## src/rtl/cdb_arbiter.sv

```systemverilog
// Common-data-bus arbiter: one registered broadcast per cycle, chosen from NUM_UNITS requesters.
// Define CDB_ARB_ROUND_ROBIN_EN for rotating priority; otherwise lowest index wins.
`ifndef NUM_CDBBITS
`define NUM_CDBBITS 38
`endif
`ifndef CDB_ON_FIELD
`define CDB_ON_FIELD (`NUM_CDBBITS-1)
`endif

module cdb_arbiter #(
  parameter int NUM_UNITS = 4,
  parameter int PAY_W     = `NUM_CDBBITS-1
) (
  input  logic                       clk,
  input  logic                       rst,
  input  logic                       flush,
  input  logic [NUM_UNITS-1:0]       req,
  input  logic [NUM_UNITS*PAY_W-1:0] payload,
  output logic [PAY_W:0]             cdb,
  output logic [NUM_UNITS-1:0]       grant,
  output logic                       conflict
);

  localparam int PTR_W = (NUM_UNITS > 1) ? $clog2(NUM_UNITS) : 1;

  logic [PTR_W-1:0]                  base;
  logic [PTR_W-1:0]                  win_idx;
  logic [NUM_UNITS-1:0]              win_oh;
  logic [NUM_UNITS-1:0]              grant_nxt;
  logic                              found;
  logic                              conflict_nxt;
  logic [NUM_UNITS-1:0][PAY_W-1:0]   lane_pay;
  logic [PAY_W-1:0]                  bus_pay;

`ifdef CDB_ARB_ROUND_ROBIN_EN
  logic [PTR_W-1:0] ptr;

  // ptr only advances on a real broadcast; idle and flushed cycles leave it alone.
  always_ff @(posedge clk or posedge rst) begin
    if (rst)
      ptr <= '0;
    else if (found && !flush)
      ptr <= (win_idx == PTR_W'(NUM_UNITS-1)) ? '0 : win_idx + 1'b1;
  end

  assign base = ptr;
`else
  logic unused_win_idx;
  assign unused_win_idx = ^win_idx;
  assign base = '0;
`endif

  // Search upward from base with wrap; first requester found wins.
  always_comb begin
    int idx;
    logic [PTR_W-1:0] cand;
    idx     = 0;
    cand    = '0;
    win_oh  = '0;
    win_idx = '0;
    found   = 1'b0;
    for (int o = 0; o < NUM_UNITS; o++) begin
      idx  = (int'(base) + o) % NUM_UNITS;
      cand = PTR_W'(idx);
      if (!found && req[cand]) begin
        found        = 1'b1;
        win_idx      = cand;
        win_oh[cand] = 1'b1;
      end
    end
  end

  assign grant_nxt    = flush ? '0 : win_oh;
  assign conflict_nxt = !flush && ((req & (req - 1'b1)) != '0);

  // One-hot gated OR mux: an idle bus carries zero payload, never stale data.
  for (genvar g = 0; g < NUM_UNITS; g++) begin : g_lane
    assign lane_pay[g] = grant_nxt[g] ? payload[g*PAY_W +: PAY_W] : '0;
  end

  always_comb begin
    bus_pay = '0;
    for (int u = 0; u < NUM_UNITS; u++)
      bus_pay = bus_pay | lane_pay[u];
  end

  always_ff @(posedge clk or posedge rst) begin
    if (rst) begin
      cdb      <= '0;
      grant    <= '0;
      conflict <= 1'b0;
    end else begin
      cdb      <= {|grant_nxt, bus_pay};
      grant    <= grant_nxt;
      conflict <= conflict_nxt;
    end
  end

endmodule

```

## config.mk

```make
export PLATFORM = sky130hd
export DESIGN_NAME = cdb_arbiter
export DESIGN_NICKNAME = d
export VERILOG_FILES = /design/src/rtl/cdb_arbiter.sv
export SDC_FILE = /design/constraint.sdc
export NUM_CORES = 1
export LEC_CHECK = 0
export ABC_AREA = 0
export BUFFER_PORTS_ARGS = -buffer_cell sky130_fd_sc_hd__buf_4
export CAP_MARGIN = 20
export CORE_MARGIN = 4
export CORE_UTILIZATION = 29
export CTS_BUF_LIST = sky130_fd_sc_hd__clkbuf_4 sky130_fd_sc_hd__clkbuf_8
export DETAILED_ROUTE_END_ITERATION = 6
export GPL_TIMING_DRIVEN = 0
export PLACE_DENSITY_LB_ADDON = 0.1
export SYNTH_ARGS = -nofsm -noshare
export SYNTH_HDL_FRONTEND = slang
export SYNTH_SLANG_ARGS = --single-unit
```

## constraint.sdc

```tcl
create_clock -name clk -period 2.8 [get_ports clk]
set_input_delay 0.28 -clock clk [delete_from_list [all_inputs] [get_ports clk]]
set_output_delay 0.28 -clock clk [all_outputs]
set_load 0.02 [all_outputs]
```

==> results.sh <==
export IMPL_outcome="complete, no violations"
export IMPL_synth_top_area_cell="dfrtp_1"
export IMPL_async_reset_ff_share_pct=100
export IMPL_ys_ff_latch=43
export IMPL_period_minus_slack_ns=1.17
export IMPL_setup_viol=0
export IMPL_grt_overflow_total=0
export IMPL_routedWlPerCell_um=16.4
export IMPL_utilization_pct=53.2
export IMPL_cts_htree_levels=2
export IMPL_drtIter0Drc=75
export IMPL_synthTopCellsByArea="dfrtp_1, a221oi_1, o21ai_0"
export IMPL_cts_setup_buffers=0
export IMPL_coreArea_um2=7290
export IMPL_grt_pass1_vias=2675
export IMPL_arrival_ns=1.39
export IMPL_postRouteAntennaNets=0
export IMPL_cts_root_buf="clkbuf_8"
export IMPL_dp_hpwl_um=6810
export IMPL_synth_edf_count=0
export IMPL_io_pins=198
export IMPL_finalWorstSetupSlack_ns=1.63
export IMPL_wirelength_um=8710
export IMPL_regArea_um2=1080
export IMPL_antennaDiodeCount=0
export IMPL_initial_core_util_pct=30.0
export IMPL_rows=31
export IMPL_cts_tree="yes"
export IMPL_worstHoldPathType="input port to asynchronous set/reset pin"
export IMPL_layout_drive_gt1_share_pct=49.9
export IMPL_synth_top_area_share_pct=49.2
export IMPL_layout_nets=588
export IMPL_via_per_inst=4.86
export IMPL_drv_slew=0
export IMPL_vias=2587
export IMPL_start_kind="input port"
export IMPL_hold_viol_final=0
export IMPL_pre_cts_ws_ns=1.31
export IMPL_irDropWorstVdd_v=0.000206
export IMPL_worstMarginPinSlew_ns=0.563
export IMPL_ys_warn_count=0
export IMPL_area_growth_pct=77.5
export IMPL_die_height_um=94.8
export IMPL_grt_usage_pct=19.0
export IMPL_synthDistinctLibCells=21
export IMPL_synth_cells=231
export IMPL_die_area_um2=9000
export IMPL_crit_type="input port to flip-flop"
export IMPL_finalPower_mw=1.54
export IMPL_slew_headroom_pct=62.4
export IMPL_fp_dieW_um=94.8
export IMPL_fillers=728
export IMPL_seq_area_frac_synth_pct=49.2
export IMPL_grt_start_max_net_pins=24
export IMPL_cts_resized=0
export IMPL_cap_violations=0
export IMPL_cts_num_sinks=43
export IMPL_io_buffers=194
export IMPL_antenna_found_initial=0
export IMPL_required_ns=3.03
export IMPL_grt_first_pass_wirelength_um=13200
export IMPL_drtPass1Iterations=4
export IMPL_power_density_nw_per_um2=398
export IMPL_multi_input_area_um2=947
export IMPL_finalInstanceArea_um2=3880
export IMPL_fmax_ghz=0.856
export IMPL_syn_cell_area_um2=2190
export IMPL_rsz0062_at_grt="false"
export IMPL_yosysMostFrequentCell="dfrtp_1"
export IMPL_route_detailed_drc=0
export IMPL_dpl_cell_area_um2=3790
export IMPL_cellLeakagePower_nw=1.96
export IMPL_path_clk_slew_ns=0.08
export IMPL_cts_buffer_depth=2
export IMPL_synth_top_flop_cell="dfrtp_1"
export IMPL_tns_ns=0
export IMPL_cp_end_kind="flip-flop"
export IMPL_syn_num_nets=386
export IMPL_gp_congestion=0.778
export IMPL_syn_mean_instance_area_um2=9.47
export IMPL_postCtsHoldBufs=0
export IMPL_period_share_pct=41.7
export IMPL_synth_common_cells="dfrtp_1, o21ai_0, a221oi_1, nand2_1, o21ai_1"
export IMPL_numCtsBuffers=5
export IMPL_cp_max_fo=10
-- flip-flops by register name (all words and copies together) (netlist names) --
signal,cells
cdb,38
conflict,1
grant,4
-- worst paths after layout --
check / from / end / slack (ns) / depth (start not counted)
min: rst / cdb[24]$_DFF_PP0_ / 0.03 / 2
max: req[1] / cdb[11]$_DFF_PP0_ / 1.63 / 5
min in group clk: payload[17] / cdb[17]$_DFF_PP0_ / 0.19 / 3
max in group asynchronous: rst / cdb[14]$_DFF_PP0_ / 2.27 / 3
-- layout by cell type, fill, tap and decap left out --
master	synthesis	layout
clkbuf_8	0	6
clkbuf_1	14	14
nor2_1	2	2
nand2_1	27	27
inv_1	12	11
clkinv_2	0	1
buf_2	8	8
nor4b_1	1	1
nor2_4	1	1
a221o_1	10	10
buf_4	2	196
nor4_1	1	1
buf_16	0	1
maj3_1	1	1
a21oi_1	10	10
a221oi_1	27	27
nor2b_1	3	3
nor3_1	3	3
o21ai_1	20	20
a22o_1	10	10
o21ai_0	34	34
nor4b_4	1	1
dfrtp_1	43	43
buf_6	1	1
inv_2	0	1
-- where the power goes --
group          switching [mW]  internal [mW]
clock network           0.208          0.194
registers              0.0117          0.664
logic                   0.215          0.252
-- metrics by stage --
stage	hold WS, ns	cells
global route	0.0728	532
detailed placement	0.376	525
floorplan	0.397	231
CTS	0.0513	532
finish	0.0340	532
global placement	0.484	524
-- critical path, stage by stage --
cell	delay, ns
buf_2	0.16
inv_1	0.24
clkbuf_1	0.40
o21ai_0	0.16
o21ai_1	0.15
-- layout make-up --
cell class                      count  area share, %
Timing Repair Buffer              195           38.2
Sequential cell                    43           27.7
Inverter                           12           1.16
Clock inverter                      1          0.129
Multi-Input combinational cell    151           24.4
Tap cell                           99           3.19
Clock buffer                        6           2.13
Buffer                             25           3.06
-- cell families after synthesis --
| kind of cell | synth area share, % |
|---|---|
| AOI/OAI and AO/OA | 34.0 |
| DFF | 49.2 |
| and+or+nand+nor | 8.81 |
| buffers and inverters | 7.49 |
| adders and majority gates | 0.458 |
-- layer usage --
metal  vias to the layer above  wire (um)  GRT usage, %
met5                         -          0             0
met4                         0        104          5.29
met3                         8        809          5.26
met2                       124       4410          33.9
met1                      1190       3380          22.3
li1                       1265          -             -
Power figures use the tool's default switching activity.
